### src/rtl/hazard_scoreboard.sv
// ID-stage hazard scoreboard: per-register countdown of in-flight write latency, stalling on RAW/WAW.
// Optional HAZARD_PERF_EN adds saturating stall-cycle and WAW-only stall counters.
module hazard_cnt #(
    parameter int LAT_W = 4
) (
    input  logic             clk,
    input  logic             rst,
    input  logic             load,
    input  logic [LAT_W-1:0] val,
    output logic [LAT_W-1:0] cnt
);
    // A new issue overrides the countdown of an older write to the same register.
    always_ff @(posedge clk or posedge rst) begin
        if (rst)
            cnt <= '0;
        else if (load)
            cnt <= val;
        else if (cnt != '0)
            cnt <= cnt - 1'b1;
    end
endmodule

module hazard_scoreboard #(
    parameter int NUM_REGS = 32,
    parameter int REG_AW   = 5,
    parameter int MAX_LAT  = 8,
    parameter int LAT_W    = 4
) (
    input  logic              clk_i,
    input  logic              rst_i,
    input  logic              issue_valid_i,
    input  logic              branch_i,
    input  logic [REG_AW-1:0] rs1_i,
    input  logic [REG_AW-1:0] rs2_i,
    input  logic              rs1_used_i,
    input  logic              rs2_used_i,
    input  logic              regwrite_i,
    input  logic [REG_AW-1:0] rd_i,
    input  logic [LAT_W-1:0]  lat_i,
    input  logic              flush_i,
    output logic              stall_o,
    output logic              busy_o
`ifdef HAZARD_PERF_EN
    ,
    input  logic              perf_clr_i,
    output logic [31:0]       stall_cycles_o,
    output logic [31:0]       waw_stalls_o
`endif
);
    logic [NUM_REGS-1:0][LAT_W-1:0] cnt;
    logic [LAT_W-1:0] lat_eff;
    logic [LAT_W-1:0] slack;
    logic             rs1_hz, rs2_hz, src_hz, waw_hz, live, accept;

    assign lat_eff = (lat_i > LAT_W'(MAX_LAT)) ? LAT_W'(MAX_LAT) : lat_i;

    // Normal consumers pick up a cnt==1 result through EX-EX forwarding; branches read in ID.
    assign slack  = branch_i ? LAT_W'(0) : LAT_W'(1);
    assign rs1_hz = rs1_used_i && (rs1_i != '0) && (cnt[rs1_i] > slack);
    assign rs2_hz = rs2_used_i && (rs2_i != '0) && (cnt[rs2_i] > slack);
    assign src_hz = rs1_hz || rs2_hz;
    assign waw_hz = regwrite_i && (rd_i != '0) && (cnt[rd_i] > lat_eff);

    assign live    = issue_valid_i && !flush_i;
    assign stall_o = live && (src_hz || waw_hz);
    assign accept  = live && !stall_o && regwrite_i && (rd_i != '0);
    assign busy_o  = |cnt;

    assign cnt[0] = '0;

    for (genvar r = 1; r < NUM_REGS; r++) begin : g_reg
        hazard_cnt #(.LAT_W(LAT_W)) u_cnt (
            .clk  (clk_i),
            .rst  (rst_i),
            .load (accept && (rd_i == REG_AW'(r))),
            .val  (lat_eff),
            .cnt  (cnt[r])
        );
    end

`ifdef HAZARD_PERF_EN
    logic waw_only;
    assign waw_only = stall_o && waw_hz && !src_hz;

    always_ff @(posedge clk_i or posedge rst_i) begin
        if (rst_i) begin
            stall_cycles_o <= '0;
            waw_stalls_o   <= '0;
        end else if (perf_clr_i) begin
            stall_cycles_o <= '0;
            waw_stalls_o   <= '0;
        end else begin
            if (stall_o && stall_cycles_o != '1)
                stall_cycles_o <= stall_cycles_o + 32'd1;
            if (waw_only && waw_stalls_o != '1)
                waw_stalls_o <= waw_stalls_o + 32'd1;
        end
    end
`endif
endmodule

### config.mk
export PLATFORM = sky130hd
export DESIGN_NAME = hazard_scoreboard
export DESIGN_NICKNAME = d
export VERILOG_FILES = /design/src/rtl/hazard_scoreboard.sv
export SDC_FILE = /design/constraint.sdc
export NUM_CORES = 1
export LEC_CHECK = 0
export BUFFER_PORTS_ARGS = -buffer_cell sky130_fd_sc_hd__buf_4
export CAP_MARGIN = 0
export CORE_ASPECT_RATIO = 1.5
export CORE_MARGIN = 8
export CORE_UTILIZATION = 40
export DETAILED_ROUTE_END_ITERATION = 8
export PLACE_DENSITY = 0.55
export SYNTH_ARGS = -nofsm -noshare
export SYNTH_HDL_FRONTEND = slang
export SYNTH_SLANG_ARGS = --single-unit
### constraint.sdc
create_clock -name clk_i -period 7.2 [get_ports clk_i]
set_input_delay 0.72 -clock clk_i [delete_from_list [all_inputs] [get_ports clk_i]]
set_output_delay 0.72 -clock clk_i [all_outputs]
set_load 0.05 [all_outputs]
==> reports/metrics.cfg <==
[setup_path]
crit_required_ns=6.48
crit_path_start_kind=input port
rrSetupSlack_ns=3.08
crit-reg2reg-launch=g_reg[31].u_cnt.cnt[0]$_DFFE_PP0P_
crit_fanout=36
rr_worst_depth=12
crit_type=in2out
cp.arrival_ns=4.90
r2r_end=g_reg[10].u_cnt.cnt[2]$_DFFE_PP0P_
cp-end-kind=output pin

[hold_path]
hold_class=in2async

[die]
core_sq_mm=0.0269
start_util_pct=40.2
die_width_um=150
rows=74
die_area_sq_mm=0.0327
die_y_um=218
io_pins=29

[synth]
ys_seq_area_share_pct=28.6
synthArstFlopShare_pct=100
synth_flop_cell=dfrtp_1
ys_ff_latch=124
synth_nets=1141
syn_inst=1046
postSynthAreaPerCell_sq_um=10.4
synth_edf_count=0
syn_area_sq_mm=0.0108
ys_warn_count=0
synth_cell_types=64

[cts]
cts_tree=done
cts_root_buf=clkbuf_16
clk_pin_slew_ns=0.06
post_cts_buffers=0
clock_insertion_delay_worst_skew_ns=0.45
hold_buffers=0
cts_resized=0
cts_max_level=4
clk_path_buf_depth=2
cts_num_sinks=124
cts_made_buffers=17

[timing]
relSlewSlack_pct=34.4
fin_crit_sh_pct=78.1
setup_viol=0
fin_tns_setup_ns=0
rsz0062_at_grt=false
fin_skew_ns=0.00856
tightest_slew_ns=0.980
slew_violations=0
finalCriticalPeriod_ns=5.62
hold_violations=0
fmax_ghz=0.178

[final_layout]
final_cell_mix=mux2i_1 (132), dfrtp_1 (124), nand2_1 (110)
largest_register_ffs=124
fillers=2575
top_regs=g.u_cnt.cnt (124)
final_common_cell=mux2i_1
antenna_cells=0
nNetsFinal=1143
largest_register=g.u_cnt.cnt
drive_above_1_share_pct=17.4
syn_to_final_growth_pct=9.09
fin_area_sq_mm=0.0118

[route]
via_count=8618
first_iter_violations=747
ant_nets=0
viasPerCell=6.14
dr.pass1.iters=5
route.detailed.drc=0
routedWlPerCell_um=25.6
routed_wl_um=36000

[power]
p_per_area_mw_per_mm2=426
p_leak_nw=5.50
ir_drop_mv=0.202

[placed_design]
place_congestion=0.946
io_buffers=28
placed_area_sq_mm=0.0113
dp_hpwl_um=27100

[run_status]
outcome=finished, final reports clean

[global_routing]
overflow=0
grt_pass1_vias=8788
antenna_found_initial=0
grt_max_degree=66
grt_pass1_wl_um=55100
grt_use_total_pct=22.9

[run]
cap_violations=0

-- kinds of logic after synthesis --
| family | Yosys count | share of synthesized area, % |
|---|---|---|
| buffers and inverters | 125 | 5.14 |
| multiplexers | 209 | 27.7 |
| XOR/XNOR | 61 | 4.93 |
| AO/OA/AOI/OAI | 164 | 13.1 |
| flip-flops | 124 | 28.6 |
| AND/OR/NAND/NOR | 295 | 12.6 |
| adder cells (fa/ha/maj) | 68 | 7.85 |
-- synth_stat cells (all sizes together) (24+ instances only) --
master / number / area (sq um)
mux4: 72 / 1620
ha: 68 / 851
clkbuf: 28 / 105
or3: 31 / 194
nor3: 49 / 245
dfrtp: 124 / 3100
mux2i: 132 / 1320
o21ai: 50 / 250
buf: 24 / 178
nor2: 59 / 221
nand2: 110 / 413
inv: 72 / 270
a21oi: 37 / 185
xor2: 30 / 263
xnor2: 31 / 272
-- through the flow --
step,setup WS [ns],util [%],total power [mW],std cells,hold slack (ns)
after detailed placement,1.64,41.8,4.21,1371,0.620
after floorplan,1.96,-,3.45,1046,0.564
final,1.58,43.9,5.04,1403,0.418
after CTS,1.62,43.9,5.06,1403,0.422
after global routing,1.32,43.9,5.45,1403,0.467
after global placement,1.80,41.8,4.16,1371,0.613
-- final cells by class --
type | count | area, sq um | area share (%)
repair buffers | 35 | 263 | 2.22
well taps | 342 | 428 | 3.62
clock buffers | 17 | 425 | 3.60
clock inverters | 15 | 129 | 1.09
multi-input cells | 797 | 7200 | 60.9
inverters | 73 | 277 | 2.34
flip-flops and latches | 124 | 3100 | 26.3
-- worst max-delay path by stage --
stage	startpoint	end	slack, ns	cells after the start
after global routing	rd_i[0]	stall_o	1.32	13
after detailed placement	rd_i[0]	stall_o	1.64	15
after CTS	rd_i[0]	stall_o	1.62	15
after global placement	rd_i[0]	stall_o	1.80	13
after floorplan	rd_i[0]	stall_o	1.96	14
final	rd_i[0]	stall_o	1.58	15
-- where the power goes --
group | total (mW) | internal (mW) | switching, mW
registers | 1.72 | 1.08 | 0.644
clock network | 0.817 | 0.450 | 0.367
logic | 2.50 | 1.19 | 1.31
-- critical path, stage by stage --
cell and delay, ns:
buf_4 0.46, nand2_1 0.28, nor3_1 0.68, a22oi_1 0.20, nand2_1 0.11, a21oi_1 0.05
a31oi_1 0.23, ha_1 0.28, nand2_1 0.06, o21ai_0 0.20, a311oi_1 0.38, a22o_4 0.61
o21ai_0 0.21, nor2b_1 0.17, buf_4 0.21
-- routing by layer --
| metal | track usage, % | part of all wire (%) | routed length (um) |
|---|---|---|---|
| met2 | 40.5 | 53 | 19000 |
| met5 | 0 | 0 | 0 |
| met1 | 24.4 | 36 | 12800 |
| met3 | 4.11 | 5.3 | 1890 |
| met4 | 15.0 | 6.1 | 2210 |
No activity file was read; power rests on OpenSTA's default activity.
